<file path="config.mk">
export PLATFORM = sky130hd
export DESIGN_NAME = conversor_bcd_display
export DESIGN_NICKNAME = d
export VERILOG_FILES = /design/src/rtl/conversor_bcd_display.sv
export SDC_FILE = /design/constraint.sdc
export NUM_CORES = 1
export LEC_CHECK = 0
export CORE_MARGIN = 4
export CORE_UTILIZATION = 23
export CTS_CLUSTER_DIAMETER = 60
export DETAILED_ROUTE_END_ITERATION = 7
export PLACE_DENSITY = 0.47
export RECOVER_POWER = 100
export SETUP_SLACK_MARGIN = 0.1
export SYNTH_ARGS = -nofsm -noshare
export SYNTH_HDL_FRONTEND = slang
export SYNTH_SLANG_ARGS = --single-unit
</file>
<file path="constraint.sdc">
create_clock -name clock -period 5.3 [get_ports clock]
set_input_delay 0.53 -clock clock [delete_from_list [all_inputs] [get_ports clock]]
set_output_delay 0.53 -clock clock [all_outputs]
set_load 0.01 [all_outputs]
</file>
<file path="src/rtl/conversor_bcd_display.sv">
// Serial double-dabble binary-to-BCD converter driving three seven-segment digits.
// Optional leading-zero blanking on the display digits when BCD_BLANK_LEADING_EN is defined.
module conversor_bcd_display #(
  parameter int unsigned WIDTH = 10
) (
  input  logic             clock,
  input  logic             reset,
  input  logic             start,
  input  logic [WIDTH-1:0] dado,
  output logic             busy,
  output logic             done,
  output logic             overflow,
  output logic [11:0]      bcd,
  output logic [6:0]       unidade,
  output logic [6:0]       dezena,
  output logic [6:0]       centena
);

  localparam int unsigned SR_W  = 12 + WIDTH;
  localparam int unsigned CNT_W = $clog2(WIDTH + 1);

  localparam logic [6:0] SEG_DASH  = 7'h40;
  localparam logic [6:0] SEG_BLANK = 7'h00;
  localparam logic [6:0] SEG_ZERO  = 7'h3F;

`ifdef BCD_BLANK_LEADING_EN
  localparam logic [6:0] RST_UPPER = SEG_BLANK;
`else
  localparam logic [6:0] RST_UPPER = SEG_ZERO;
`endif

  typedef enum logic [1:0] {
    IDLE  = 2'd0,
    SHIFT = 2'd1,
    DONE  = 2'd2
  } state_t;

  state_t            state_q, state_d;
  logic [SR_W-1:0]   work_q, work_d;
  logic [CNT_W-1:0]  cnt_q, cnt_d;
  logic              busy_q, busy_d;
  logic              done_q, done_d;
  logic              overflow_q, overflow_d;
  logic [11:0]       bcd_q, bcd_d;
  logic [6:0]        unidade_q, unidade_d;
  logic [6:0]        dezena_q, dezena_d;
  logic [6:0]        centena_q, centena_d;

  logic [SR_W-1:0]   work_adj;
  logic [SR_W-1:0]   work_step;
  logic [11:0]       res_c;

  function automatic logic [6:0] seg7(input logic [3:0] d);
    case (d)
      4'd0:    seg7 = 7'h3F;
      4'd1:    seg7 = 7'h06;
      4'd2:    seg7 = 7'h5B;
      4'd3:    seg7 = 7'h4F;
      4'd4:    seg7 = 7'h66;
      4'd5:    seg7 = 7'h6D;
      4'd6:    seg7 = 7'h7D;
      4'd7:    seg7 = 7'h07;
      4'd8:    seg7 = 7'h7F;
      4'd9:    seg7 = 7'h6F;
      default: seg7 = SEG_BLANK;
    endcase
  endfunction

  // One double-dabble step: add-3 on nibbles >= 5, then shift left.
  always_comb begin
    work_adj = work_q;
    for (int i = 0; i < 3; i++) begin
      if (work_q[WIDTH + 4*i +: 4] >= 4'd5) begin
        work_adj[WIDTH + 4*i +: 4] = work_q[WIDTH + 4*i +: 4] + 4'd3;
      end
    end
    work_step = work_adj << 1;
  end

  assign res_c = work_step[SR_W-1 -: 12];

  always_comb begin
    state_d    = state_q;
    work_d     = work_q;
    cnt_d      = cnt_q;
    busy_d     = busy_q;
    done_d     = 1'b0;
    overflow_d = overflow_q;
    bcd_d      = bcd_q;
    unidade_d  = unidade_q;
    dezena_d   = dezena_q;
    centena_d  = centena_q;

    case (state_q)
      IDLE, DONE: begin
        if (start) begin
          overflow_d = 1'b0;
          if (32'(dado) > 32'd999) begin
            overflow_d = 1'b1;
            bcd_d      = 12'h000;
            unidade_d  = SEG_DASH;
            dezena_d   = SEG_DASH;
            centena_d  = SEG_DASH;
            busy_d     = 1'b0;
            done_d     = 1'b1;
            state_d    = DONE;
          end else begin
            work_d  = {12'h000, dado};
            cnt_d   = '0;
            busy_d  = 1'b1;
            state_d = SHIFT;
          end
        end else begin
          state_d = IDLE;
        end
      end

      SHIFT: begin
        work_d = work_step;
        cnt_d  = cnt_q + CNT_W'(1);
        if (cnt_q == CNT_W'(WIDTH - 1)) begin
          bcd_d     = res_c;
          unidade_d = seg7(res_c[3:0]);
          dezena_d  = seg7(res_c[7:4]);
          centena_d = seg7(res_c[11:8]);
`ifdef BCD_BLANK_LEADING_EN
          if (res_c[11:8] == 4'd0) begin
            centena_d = SEG_BLANK;
            if (res_c[7:4] == 4'd0) begin
              dezena_d = SEG_BLANK;
            end
          end
`endif
          busy_d  = 1'b0;
          done_d  = 1'b1;
          state_d = DONE;
        end
      end

      default: state_d = IDLE;
    endcase
  end

  always_ff @(posedge clock or negedge reset) begin
    if (!reset) begin
      state_q    <= IDLE;
      work_q     <= '0;
      cnt_q      <= '0;
      busy_q     <= 1'b0;
      done_q     <= 1'b0;
      overflow_q <= 1'b0;
      bcd_q      <= 12'h000;
      unidade_q  <= SEG_ZERO;
      dezena_q   <= RST_UPPER;
      centena_q  <= RST_UPPER;
    end else begin
      state_q    <= state_d;
      work_q     <= work_d;
      cnt_q      <= cnt_d;
      busy_q     <= busy_d;
      done_q     <= done_d;
      overflow_q <= overflow_d;
      bcd_q      <= bcd_d;
      unidade_q  <= unidade_d;
      dezena_q   <= dezena_d;
      centena_q  <= centena_d;
    end
  end

  assign busy     = busy_q;
  assign done     = done_q;
  assign overflow = overflow_q;
  assign bcd      = bcd_q;
  assign unidade  = unidade_q;
  assign dezena   = dezena_q;
  assign centena  = centena_q;

endmodule

</file>
Word-level counts from Yosys, hierarchy flattened:

Memory sizes are Yosys's and may differ from the RTL's.
Cells that the tools add are included.

* bits in registers: 64
* bits in read-only memories: 336
* logic and storage cells: 68
* input port bits: 13
* output and inout port bits: 36
* memories: 3

* mux-type cells: 33
* eq/ne operators: 7
* reduce and logical (&&, ||, !) cells: 7
* add/subtract/negate cells: 4
* order comparisons: 4

Memories
* (name not given): depth 16, bits a word 7, read ports 1, clocked after memory_dff 0, wr ports 0, RTL line 54 `case (d)`
* (name not given): depth 16, bits a word 7, read ports 1, clocked after memory_dff 0, wr ports 0, RTL line 54
* (name not given): depth 16, bits a word 7, read ports 1, clocked after memory_dff 0, wr ports 0, RTL line 54

Operator list (count)
* 22-bit two-way mux: 2
* 22-bit case mux with 2 select lines: 1
* 7-bit case mux with 2 select lines: 3
* 12-bit two-way mux: 3
* 7-bit two-way mux: 5
* 12-bit case mux with 2 select lines: 1
* 4-bit two-way mux: 4
* 4-bit by 3-bit >= comparator with 1-bit output (second input constant): 3
* 10-bit > comparator (second input constant): 1
* 4-bit by 2-bit adder with 4-bit output (second input constant): 2
* 2-bit != test (second input constant): 4
* 4-bit case mux with 2 select lines: 1
* 1-bit two-way mux: 6
* 2-bit two-way mux: 3
* 3-bit AND reduction: 2
* 4-bit by 1-bit adder with 4-bit output (second input constant): 1
* 4-bit == test (second input constant): 1
* 1-bit case mux with 2 select lines: 2
* 2-bit case mux with 2 select lines: 1
* 4-bit AND reduction: 1
* 3-bit by 2-bit adder with 3-bit output (second input constant): 1
* 3-bit two-way mux: 1
* 2-bit by 1-bit == test with 1-bit output (second input constant): 1
* 2-bit == test (second input constant): 1
* other kinds (4): 4

Longest topological paths before layout:

Gate-level depths: netlist (run 1).
An unclocked memory read counts as a cell.

* word-level depth: 5
* depth in mapped cells: 10
* gate-level depth less buffers: 10

Least setup slack after synthesis (run 1):

OpenSTA, ideal clock, no wires.

* kind: reg2reg
* start: reg work_q[10]
* end: reg dezena_q[3] (netlist: dezena[3])
* required time: 5221 ps
* arrival time: 2112 ps
* cell stages (with the launch flop): 11
* path slack: 3110 ps
* path buffers: 0
* period minus slack after synthesis: 2190 ps
* library setup time: 79 ps
* cells stage by stage: dfrtp_1 inv_1 ha_1 and2b_2 nor3_1 a21oi_1 inv_1 ha_1 o31ai_1 o21ba_2 o21ai_0

* word-level cells in the longest chain between the ends: 5
* elaborated cells between the ends (all ways): 6
* classes of those cells: 1 x add/sub; 1 x order compare; 3 x mux; 1 x memory

RTL lines
* start, declared: RTL line 39 `logic [SR_W-1:0] work_q, work_d;`
* start signal, assigned: RTL line 158 `work_q <= work_d;`
* 4-bit by 2-bit adder with 4-bit output or 4-bit by 3-bit >= comparator with 1-bit output (tied branches): RTL line 74, 73
* 4-bit two-way mux (*): RTL line 73 `if (work_q[WIDTH + 4*i +: 4] >= 4'd5) begin`
* memory read 16 x 7 bit (*)
* 7-bit two-way mux (*): RTL line 121 `if (cnt_q == CNT_W'(WIDTH - 1)) begin`
* 7-bit case mux with 2 select lines (*): RTL line 94 `case (state_q)`
* end signal, assigned: RTL line 165 `dezena_q <= dezena_d;`
* end, declared: RTL line 46 `logic [6:0] dezena_q, dezena_d;`

Mark *: on every way between the ends. The rest lies on a longest branch, timed or not. The select of a mux whose other input is x is not followed.
A chain may end at the register's enable or synchronous reset.

Final worst setup path (run 1):

* start: reg state_q[0]
* end: reg centena_q[6] (netlist: centena[6])

* word-level cells in the longest chain between the ends: 4
* elaborated cells between the ends (all ways): 10
* classes of those cells: 5 x eq/ne; 1 x mux; 4 x reduce/logical

RTL lines
* start, declared: RTL line 38 `state_t state_q, state_d;`
* start signal, assigned: RTL line 157 `state_q <= state_d;`
* 2-bit == test or 2-bit zero test (tied branches): RTL line 94
* 2-bit OR reduction: RTL line 94
* 2-bit != test (no line) or 2-bit nonzero test (tied branches)
* 4-bit AND reduction (no line)
* end signal, assigned: RTL line 166 `centena_q <= centena_d;`
* end, declared: RTL line 47 `logic [6:0] centena_q, centena_d;`

Several ways; a longest one is shown, not always the timed one.

==> impl_metrics.json, run 1 <==
{
  "status": "finished clean",
  "syn_to_final_growth_pct": 27.53,
  "place_ws_ps": 2579,
  "async_reset_ff_frac": 1.000,
  "r2r_slack_ps": 1920,
  "wl_met1_um": 3784,
  "clock_sinks": 64,
  "start_util": 0.2352,
  "worstPathArrival_ps": 3600,
  "vdd_drop_max_mv": 0.1920,
  "wl_per_cell_um": 13.87,
  "seq_area_frac_synth": 0.4751,
  "die_x_um": 129.9,
  "worst-path-max-fanout": 32,
  "port_buffers": 48,
  "cts_root_buffer": "clkbuf_16",
  "reg2reg_depth": 6,
  "cts_made_buffers": 9,
  "grt_pass1_vias": 2658,
  "r2r-end": "centena[6]$_DFFE_PN0P_",
  "syn-cell-area_sq_um": 3418,
  "routed.top_layer": "met4",
  "crit_chain": "and2b_1 -> and2_0 -> a21oi_2 -> clkbuf_1 -> inv_1 -> o22a_1",
  "cp.required_ps": 5520,
  "routabilityCongestion": 0.7862,
  "track_usage": 0.1032,
  "cts_max_path_buffers": 2,
  "synth_area_leaders": "dfrtp_1, dfstp_2, ha_1",
  "post-synth-top-area-fraction": 0.3367,
  "fin_setup_tns_ps": 0,
  "num-nets-final": 425,
  "dieArea_sq_um": 16880,
  "grt_pass1_wl_um": 13590,
  "cp_top_family": "buffers and inverters",
  "grt_overflow_total": 0,
  "antenna_found_initial": 0,
  "cp.depth": 6,
  "mostFrequentLayoutCells": "o21ai_0, nand2_1, dfrtp_1",
  "seq_area_sq_um": 1624,
  "drv_slew": 0,
  "vias": 2603,
  "final_util": 0.2999,
  "clock_latency_ps": 330,
  "reg2reg_from": "state_q[0]$_DFFE_PN0P_",
  "setup_violations": 0,
  "final_common_cell": "o21ai_0",
  "drt_iter0_drc": 143,
  "grt_max_degree": 65,
  "cts.clk_slew.worst_paths_ps": 60,
  "wl_met3_um": 308,
  "power.density_nw_per_um2": 706.0,
  "synthFlopType": "dfrtp_1",
  "cts_resized": 0,
  "dp_hpwl_um": 5652,
  "synth_edf_count": 0,
  "hold_class": "in2async",
  "synth_seq_cells": 64,
  "worst_slack_ps": 1916,
  "slowest_stage": "clkbuf_1",
  "met2_length_um": 3801,
  "die_h_um": 129.9,
  "fmax_ghz": 0.2955,
  "multi_input_area_sq_um": 1669,
  "routed_wl_um": 8044,
  "crit_type": "reg2reg",
  "worst_pin_slew_ps": 1463,
  "timing.critical_path.buf_inv": 2,
  "ios": 49,
  "ctsHoldBuffers": 0,
  "drive_above_1_share": 0.1212,
  "p_leak_nw": 1.956,
  "startpoint_type": "register",
  "fin_skew_ps": 6.372,
  "dp.cells": 564,
  "n_antenna_cell": 0,
  "ys_types": 55,
  "post-route-min-period_ps": 3384,
  "rsz0062_at_grt": "false",
  "drc": 0,
  "htree_num_levels": 3,
  "yosys.area.top_type": "dfrtp_1",
  "cts_tree": "built",
  "via_per_inst": 4.488,
  "dr.pass1.iters": 4,
  "stdcell_count": 580,
  "yosys_warnings": 0,
  "maxCapViolations": 0,
  "postCtsSetupBuffers": 0,
  "hold_ws_ps": 376.0,
  "slew_headroom": 0.02478,
  "finalHoldViolCount": 0,
  "syn-num-nets": 379,
  "postSynthAreaPerCell_sq_um": 9.908,
  "fillers": 1546,
  "antenna_left": 0,
  "rows": 44,
  "netlist_instances": 345,
  "core_sq_um": 14530,
  "worstSetupEndpointType": "register",
  "period_share": 0.6385,
  "max_stage_delay_ps": 1070
}
cell type report:
class	instances	area share
clock buffers	12	0.05425
multi-input cells	248	0.3829
flip-flops and latches	64	0.3726
repair buffers	50	0.1117
clock inverters	4	0.01033
well taps	184	0.05281
inverters	18	0.01550
registers in the layout (all words and copies together) (netlist names):
register	cells
unidade	7
busy	1
bcd	12
overflow	1
dezena	7
done	1
state_q	2
centena	7
work_q	22
cnt_q	4
Yosys cell counts (all sizes together), types with 4 or more instances:
master	count
inv	18
nor2	18
a21o	5
nand2b	6
clkbuf	7
dfstp	18
nand2	49
nor3b	5
a22o	9
buf	8
a21oi	11
dfrtp	46
mux2i	12
nor3	6
a211oi	5
o21ai	53
ha	21
o22ai	4
how the worst max path moves through the flow:
stage / from / end / slack [ps]
2_1_floorplan: work_q[10]$_DFFE_PN0P_ / dezena[3]$_DFFE_PN1P_ / 3110
3_3_place_gp: dado[6] / cnt_q[2]$_DFFE_PN0P_ / 2600
3_5_place_dp: dado[9] / cnt_q[2]$_DFFE_PN0P_ / 2580
4_1_cts: work_q[10]$_DFFE_PN0P_ / dezena[0]$_DFFE_PN1P_ / 2670
5_1_grt: state_q[0]$_DFFE_PN0P_ / centena[6]$_DFFE_PN0P_ / 1520
6_report: state_q[0]$_DFFE_PN0P_ / centena[6]$_DFFE_PN0P_ / 1920
cells by family after synthesis:
kind of cell,Yosys count,synth area share
compound gates,109,0.2152
xor+xnor,3,0.01574
fa+ha+maj,21,0.07687
buf+inv,33,0.03990
flops,64,0.4751
mux,12,0.03514
simple gates,103,0.1420
routing by layer:
metal,global-route usage,vias up
li1,-,1314
met1,0.1310,1246
met2,0.1671,30
met3,0.02743,13
met4,0.04218,0
met5,0,-
where the power goes:
group          internal, mW  switching [mW]  total (mW)  leakage, nW
clock                 0.362           0.211       0.573        0.140
combinational         0.700           0.845        1.55         1.06
sequential            0.770           0.190       0.959        0.757
per-stage QoR:
stage | power [mW] | area (sq um)
finish | 3.078 | 4359
global route | 3.373 | 4359
CTS | 3.184 | 4363
detailed placement | 2.592 | 4081
global placement | 2.577 | 4081
floorplan | 2.013 | 3418
worst register-to-register path, cell delays in order (launching register included):
cell and delay [ps]:
dfrtp_1 430, and2b_1 420, and2_0 420, a21oi_2 170, clkbuf_1 1070, inv_1 440
o22a_1 320
Power figures use the tool's default switching activity.
==> run 2, diff against run 1 <==
==> constraint.sdc (replaced) <==
create_clock -name clock -period 3.15 [get_ports clock]
set_input_delay 0.315 -clock clock [delete_from_list [all_inputs] [get_ports clock]]
set_output_delay 0.315 -clock clock [all_outputs]
set_load 0.01 [all_outputs]
==> run 2 against run 1 <==
  * The run now ends with capacitance limit, slew limit left
  * First-iteration DRC count increased by 24%
  * Routed wire length up 2.4%
  * Register-to-register slack worse by 1600 ps
  * Die area is the same
  * Combinational power is 70% higher
  * Sequential cell count unchanged
  * Total power increased by 74%
  * Worst hold slack gained 76 ps
  * Count of clock-buffer cells in the layout down 3
  * Clock power up 94%
  * Cell area up 1.5%
  * Critical path type unchanged
  * Highest routed layer unchanged
==> impl_metrics.json, run 2 (synthesized netlist as in run 1, its figures left out) <==
{
  "status": "finished with violations",
  "violations": "capacitance limit, slew limit",
  "reg2reg_from": "cnt_q[0]$_DFFE_PN0P_",
  "drive_above_1_share": 0.1250,
  "antenna_found_initial": 0,
  "fin_setup_tns_ps": 0,
  "final_common_cell": "o21ai_0",
  "port_buffers": 48,
  "fin_area_sq_um": 4424,
  "start_util": 0.2352,
  "worstSetupEndpointType": "register",
  "mostFrequentLayoutCells": "o21ai_0, nand2_1, dfrtp_1",
  "hold_ws_ps": 451.5,
  "cts.clk_slew.worst_paths_ps": 60,
  "via_per_inst": 4.534,
  "grt_pass1_wl_um": 13720,
  "maxCapViolations": 1,
  "cts_resized": 0,
  "startpoint": "cnt_q[0]$_DFFE_PN0P_",
  "place_ws_ps": 527.9,
  "power.density_nw_per_um2": 1208,
  "hold_class": "in2async",
  "syn_to_final_growth_pct": 29.43,
  "dp_hpwl_um": 5878,
  "postCtsSetupBuffers": 0,
  "routed_wl_um": 8237,
  "ios": 49,
  "setup_violations": 0,
  "worst-path-max-fanout": 18,
  "drv_slew": 32,
  "vdd_drop_max_mv": 0.3176,
  "grt_max_degree": 34,
  "rsz0062_at_grt": "false",
  "startpoint_type": "register",
  "largest_register": "work_q",
  "core_sq_um": 14530,
  "clock_sinks": 64,
  "cts_tree": "built",
  "num-nets-final": 429,
  "placed_area_sq_um": 4124,
  "grt_overflow_total": 0,
  "routabilityCongestion": 0.8188,
  "fmax_ghz": 0.3563,
  "worstPathArrival_ps": 3030,
  "p_leak_nw": 1.988,
  "cp.required_ps": 3370,
  "slew_headroom": -0.1895,
  "clock_latency_ps": 340,
  "post-route-min-period_ps": 2807,
  "finalHoldViolCount": 0,
  "cts_max_path_buffers": 2,
  "grt_pass1_vias": 2639,
  "vias": 2648,
  "finalPower_mw": 5.346,
  "drc": 0,
  "dieArea_sq_um": 16880,
  "period_share": 0.8911,
  "die_h_um": 129.9,
  "dr.pass1.iters": 6,
  "cts_made_buffers": 9,
  "die_x_um": 129.9,
  "worst_pin_slew_ps": 1784,
  "antenna_left": 0,
  "n_antenna_cell": 0,
  "fin_skew_ps": 4.857,
  "ctsHoldBuffers": 0,
  "largest_reg_flops": 22,
  "track_usage": 0.1036,
  "worst_slack_ps": 343.1,
  "htree_num_levels": 3,
  "fillers": 1546,
  "crit_type": "reg2reg",
  "rows": 44,
  "cts_root_buffer": "clkbuf_16",
  "drt_iter0_drc": 177,
  "wl_per_cell_um": 14.10
}
## run 2: layout make-up
type	count	area, sq um	share of cell area
Clock inverter	7	103.9	0.02347
Sequential cell	64	1624	0.3671
Tap cell	184	230.2	0.05204
Clock buffer	9	225.2	0.05091
Inverter	18	67.56	0.01527
Timing Repair Buffer	54	520.5	0.1176
Multi-Input combinational cell	248	1653	0.3736
## run 2: stage by stage
step,utilization,cells
finish,0.3044,584
CTS,0.3064,584
global route,0.3044,584
detailed placement,0.2837,568
floorplan,-,345
global placement,0.2837,568
## run 2: report_power, final
group	internal [mW]	total [mW]	switching (mW)
combinational	1.19	2.63	1.44
sequential	1.29	1.61	0.313
clock	0.702	1.11	0.405
total	3.19	5.35	2.16
## run 2: worst paths after layout
path                                                to  slack [ps]  depth (start not counted)
worst min register to register     bcd[11]$_DFFE_PN0P_         470                          1
worst min-delay path             work_q[8]$_DFFE_PN0P_         450                          1
max in group asynchronous       work_q[15]$_DFFE_PN0P_        1660                          1
min in group clock                 bcd[11]$_DFFE_PN0P_         470                          1
worst max-delay path            centena[6]$_DFFE_PN0P_         340                          7
worst max register to register  centena[6]$_DFFE_PN0P_         340                          7
## run 2: layer usage
layer / wire length, um / track usage / vias up
li1: - / - / 1316
met1: 3901 / 0.1366 / 1278
met2: 3865 / 0.1641 / 41
met3: 355 / 0.03193 / 13
met4: 114 / 0.03117 / 0
met5: 0 / 0 / -
## run 2: worst max-delay path: stages (launching register included)
cell	delay, ps
dfrtp_1	420
ha_1	210
and3b_1	200
and2_0	320
a21oi_1	250
clkbuf_1	650
inv_1	360
o22a_1	290
==> run 3, diff against run 2 <==
--- a/config.mk
+++ b/config.mk
@@ -5,6 +5,7 @@
 export SDC_FILE = /design/constraint.sdc
 export NUM_CORES = 1
 export LEC_CHECK = 0
+export ABC_AREA = 1
 export CORE_MARGIN = 4
 export CORE_UTILIZATION = 23
 export CTS_CLUSTER_DIAMETER = 60
==> run 3 against run 2 <==
  * The flow still finishes with violations (capacitance limit, slew limit)
  * Routed wire length up 3.6%
  * Utilization down 0.13 points
  * Cell count up 13%
  * First-iteration DRC count up 1.1%
  * Non-clock buffer count down 2
  * Register-to-register slack better by 350 ps
  * Critical path depth up 1
  * Combinational power up 6%
  * Sequential power down 7%
==> impl_metrics.json, run 3 <==
{
  "status": "finished with violations",
  "violations": "capacitance limit, slew limit",
  "netlist_instances": 426,
  "finalHoldViolCount": 0,
  "num-nets-final": 507,
  "clock_latency_ps": 320,
  "async_reset_ff_frac": 1.000,
  "netlist_top_cells_count": "nand2_1, nand3_1, dfrtp_1, inv_1, ha_1",
  "slowest_stage": "clkbuf_1",
  "crit_chain": "inv_1 -> nor2_4 -> inv_2 -> nor2_1 -> inv_2 -> clkbuf_1 -> o21bai_1 -> o21ai_2",
  "power.density_nw_per_um2": 1205,
  "startpoint_type": "register",
  "ys_types": 33,
  "routed_wl_um": 8535,
  "grt_max_degree": 65,
  "grt_pass1_wl_um": 14720,
  "synthMostInstantiatedCell": "nand2_1",
  "dp_hpwl_um": 5944,
  "fmax_ghz": 0.4072,
  "crit_type": "reg2reg",
  "die_h_um": 131.7,
  "reg2reg_depth": 8,
  "synth_edf_count": 0,
  "period_share": 0.7797,
  "cts_max_path_buffers": 2,
  "postSynthAreaPerCell_sq_um": 8.265,
  "ios": 49,
  "worstPathArrival_ps": 2710,
  "start_util": 0.2386,
  "cts_tree": "built",
  "ctsHoldBuffers": 0,
  "synth_xor_area_frac": 0.002488,
  "dr.pass1.iters": 5,
  "cp_top_family": "buffers and inverters",
  "drive_above_1_share": 0.1213,
  "synthSimpleGateAreaFrac": 0.2932,
  "cts_resized": 0,
  "post-route-min-period_ps": 2456,
  "placed_area_sq_um": 4175,
  "fin_skew_ps": 6.664,
  "yosys_warnings": 0,
  "largest_register": "work_q",
  "cp.required_ps": 3400,
  "syn_to_final_growth_pct": 27.01,
  "maxCapViolations": 1,
  "cts_root_buffer": "clkbuf_16",
  "htree_num_levels": 3,
  "hold_class": "in2async",
  "r2r-end": "unidade[2]$_DFFE_PN1P_",
  "cts.clk_slew.worst_paths_ps": 50,
  "clock_sinks": 64,
  "synthAdderAreaFrac": 0.07463,
  "worst-path-max-fanout": 33,
  "synthFlopType": "dfrtp_1",
  "slew_headroom": -0.09351,
  "final_common_cell": "nand2_1",
  "dieArea_sq_um": 17350,
  "yosys.area.top_type": "dfrtp_1",
  "drt_iter0_drc": 179,
  "grt_pass1_vias": 2954,
  "antenna_found_initial": 0,
  "wl_per_cell_um": 12.89,
  "synth_top_family_by_area": "simple AND/OR/NAND/NOR gates",
  "multi_input_area_sq_um": 1615,
  "rows": 44,
  "post-synth-top-area-fraction": 0.3269,
  "syn-num-nets": 460,
  "n_antenna_cell": 0,
  "via_per_inst": 4.431,
  "track_usage": 0.1037,
  "timing.critical_path.buf_inv": 4,
  "max_stage_delay_ps": 470,
  "met2_usage": 0.1576,
  "fin_area_sq_um": 4472,
  "synth_seq_cells": 64,
  "busiest_layer": "met2",
  "fin_setup_tns_ps": 0,
  "cts_made_buffers": 9,
  "use_met3": 0.03096,
  "antenna_left": 0,
  "mostFrequentLayoutCells": "nand2_1, nand3_1, dfrtp_1",
  "met1_usage": 0.1382,
  "finalPower_mw": 5.390,
  "synth_area_leaders": "dfrtp_1, dfstp_2, nand2_1",
  "postCtsSetupBuffers": 0,
  "largest_reg_flops": 22,
  "routabilityCongestion": 0.7973,
  "crit_top_cell": "inv_2",
  "rsz0062_at_grt": "false",
  "syn-cell-area_sq_um": 3521,
  "seq_area_sq_um": 1624,
  "setup_violations": 0,
  "vias": 2933,
  "fillers": 1557,
  "vdd_drop_max_mv": 0.3041,
  "seq_area_frac_synth": 0.4613,
  "grt_overflow_total": 0,
  "worst_pin_slew_ps": 1640,
  "reg2reg_from": "state_q[0]$_DFFE_PN0P_",
  "r2r_slack_ps": 690,
  "worstSetupEndpointType": "register",
  "synth_compound_area_frac": 0.09737,
  "die_x_um": 131.7,
  "port_buffers": 48,
  "drv_slew": 65,
  "core_sq_um": 14750,
  "drc": 0,
  "synth.area.mux_share": 0,
  "p_leak_nw": 2.182
}
## run 3: changes by cell type after synthesis, moves of 8 or more
| cell | previous run | this run |
|---|---|---|
| nand2_1 | 49 | 111 |
| inv_1 | 18 | 35 |
| a22o_1 | 9 | 0 |
| o21ai_1 | 2 | 12 |
| inv_2 | 0 | 9 |
| o22ai_1 | 3 | 13 |
| o21ai_0 | 50 | 16 |
| nand3_1 | 2 | 75 |
| mux2i_1 | 12 | 0 |
| nand2_2 | 0 | 8 |
## run 3: per-stage QoR
stage / hold WS (ps) / setup slack (ps) / util / std cells
floorplan: 19.41 / 1363 / - / 426
global placement: 462.7 / 912.2 / 0.2830 / 646
detailed placement: 471.9 / 892.5 / 0.2830 / 646
CTS: 220.3 / 895.9 / 0.3056 / 662
global route: 502.6 / 356.0 / 0.3031 / 662
finish: 478.8 / 694.0 / 0.3031 / 662
## run 3: worst max path at each step
stage | from | to | slack [ps] | cells after the start
2_1_floorplan | work_q[14]$_DFFE_PN0P_ | dezena[3]$_DFFE_PN1P_ | 1360 | 12
3_3_place_gp | state_q[0]$_DFFE_PN0P_ | unidade[6]$_DFFE_PN0P_ | 910 | 8
3_5_place_dp | state_q[0]$_DFFE_PN0P_ | bcd[10]$_DFFE_PN0P_ | 890 | 8
4_1_cts | state_q[0]$_DFFE_PN0P_ | unidade[6]$_DFFE_PN0P_ | 900 | 8
5_1_grt | state_q[0]$_DFFE_PN0P_ | unidade[2]$_DFFE_PN1P_ | 360 | 8
6_report | state_q[0]$_DFFE_PN0P_ | unidade[2]$_DFFE_PN1P_ | 690 | 8
## run 3: area by class of cell
type / count / share of cell area
Tap cell: 184 / 0.05148
Timing Repair Buffer: 52 / 0.1116
Inverter: 45 / 0.03777
Multi-Input combinational cell: 301 / 0.3612
Clock inverter: 2 / 0.01343
Clock buffer: 14 / 0.06128
Sequential cell: 64 / 0.3632
## run 3: cell families after synthesis
logic type / Yosys count
flops: 64
simple gates: 225
buf+inv: 61
fa+ha+maj: 21
compound gates: 54
xor+xnor: 1
## run 3: routing by layer
metal	part of all wire	vias up
met3	0.041	18
met1	0.49	1357
met2	0.45	64
li1	-	1494
met5	0	-
met4	0.015	0
## run 3: power by group
part,switching (mW),internal [mW],total [mW]
Combinational,1.75,1.05,2.80
Sequential,0.205,1.28,1.49
Clock,0.346,0.758,1.10
==> patch, RTL diff (settings of run 2) <==
Make the reset (`reset`) synchronous in one clocked block.
--- a/src/rtl/conversor_bcd_display.sv
+++ b/src/rtl/conversor_bcd_display.sv
@@ -142,5 +142,5 @@
   end
 
-  always_ff @(posedge clock or negedge reset) begin
+  always_ff @(posedge clock) begin
     if (!reset) begin
       state_q    <= IDLE;
Behaviour: differs if reset is asserted again (counterexample within 4 cycles, from zero or initial values and one cycle with reset low); with reset held inactive, the same outputs for 10 cycles.
==> patch against run 2 <==
Setup slack improved by 0.36 ns; design area fell by 7.6%; count of clock-buffer cells in the layout rose by 3; sequential cell count did not move; wire length rose by 3.1%; global-route usage rose by 0.79 points; synthesized area fell by 7.7%; critical endpoint is now bcd[6].
Power is not compared: it rests on default switching activity, and its combinational part moved more than twofold at a synthesized area within 25%.
==> patch: results (changes against run 2) <==
metric	value	unit	change
slew of the pin with the lowest slew margin	0.920	ns	-0.864 ns
reg2reg start	work_q[19]		
crit path from	dado[4]		
Final HPWL DP	6090	um	+3.5%
number of global-route vias before repair	2794		+5.9%
top_reg_cell synth	dfxtp_1		
Synth Net Count	405		+6.9%
crit path to	bcd[6]		
Clock Tree Buf Depth	2		unchanged
worst r2r path cells	10		+3
Worst Setup Path Type	in -> reg		
Nets	451		+5.1%
fraction of layout cells with a size suffix above 1	0.0806		-0.0444
asr flop ratio synth	0		-1.00
Placer Congestion	0.810		-1.1%
Cells on Worst Hold Path	2		
highest fanout seen on the critical path	21		+3
drt total wl	8490	um	+3.1%
r2r setup slk	0.70	ns	+0.36 ns
Area after DPL	0.00383	sq mm	-7.1%
dpl cells	583		+2.6%
pre-CTS setup slack	0.626	ns	+0.0976 ns
status	finished, final reports clean		
final cell count without fillers	598		+2.4%
1st-iter DRT viols	211		+19%
Synth Area in Compound Gates	0.232		+0.0170
Max rail drop VDD	0.232	mV	
Top reg by flops	work_q		
Post-synth EDFFs	0		unchanged
Pre-antenna DRT Iters	4		-2
Hold Worst Slack	0.473	ns	+0.0211 ns
mux cell area share after synthesis	0.0353		+0.000136
synth unique cells	53		-3.6%
# port buffers	48		unchanged
largest net degree at the start of global routing	25		-26%
max FFs per register	22		unchanged
Clock Skew	0.00948	ns	+0.00462 ns
first-pass GRT wire length	14500	um	+5.9%
sequential share of the synthesized area	0.406		-0.0692
r2r endpoint	centena[5]		
Overall Global Routing Usage	0.112		+0.00790
Synth top cells by count	dfxtp_1, nor2_1, nand2_1		
synth top area cells	dfxtp_1, ha_1, nor2_1, nand2_1, a22oi_1		
via/cell ratio	4.58		+1.1%
gate count of the mapped netlist	372		+7.8%
Clock Latency Late Sink	0.32	ns	-0.02 ns
Post-Synth Adder-Cell Area	0.0793		+0.00240
Clock transition at path regs	0.05	ns	
H-tree depth	3		unchanged
type of the worst min-delay path	reg -> reg		
sequential share of power	0.448		
Final Cycle Share	0.777		-0.114
# Post-CTS Setup Buffers	0		unchanged
XOR/XNOR share of the synthesized area	0.0163		+0.000511
-- patch: per-layer routing --
metal | vias up | GRT usage | part of all wire
met2 | 50 | 0.180 | 0.47
met5 | - | 0 | 0
met3 | 6 | 0.0247 | 0.043
met4 | 0 | 0.0313 | 0.0071
met1 | 1273 | 0.151 | 0.48
li1 | 1412 | - | -
-- patch: worst max-delay path, stage by stage --
cell,delay (ns)
dlygate4sd3_1,0.56
o21ai_0,0.35
nor4_1,0.14
nor2_1,0.72
buf_4,0.39
a22oi_1,0.10
nor2_1,0.12
-- patch: cell families after synthesis --
group	Yosys count
simple gates	130
compound gates	103
flops	64
buf+inv	40
fa+ha+maj	20
mux	10
xor+xnor	5
-- patch: area by class of cell --
cell class,instances,area [sq um]
Clock buffer,12,256
Clock inverter,3,17.5
Fill cell,1407,9260
Inverter,18,67.6
Multi-Input combinational cell,268,1700
Sequential cell,64,1280
Tap cell,176,220
Timing Repair Buffer,57,544
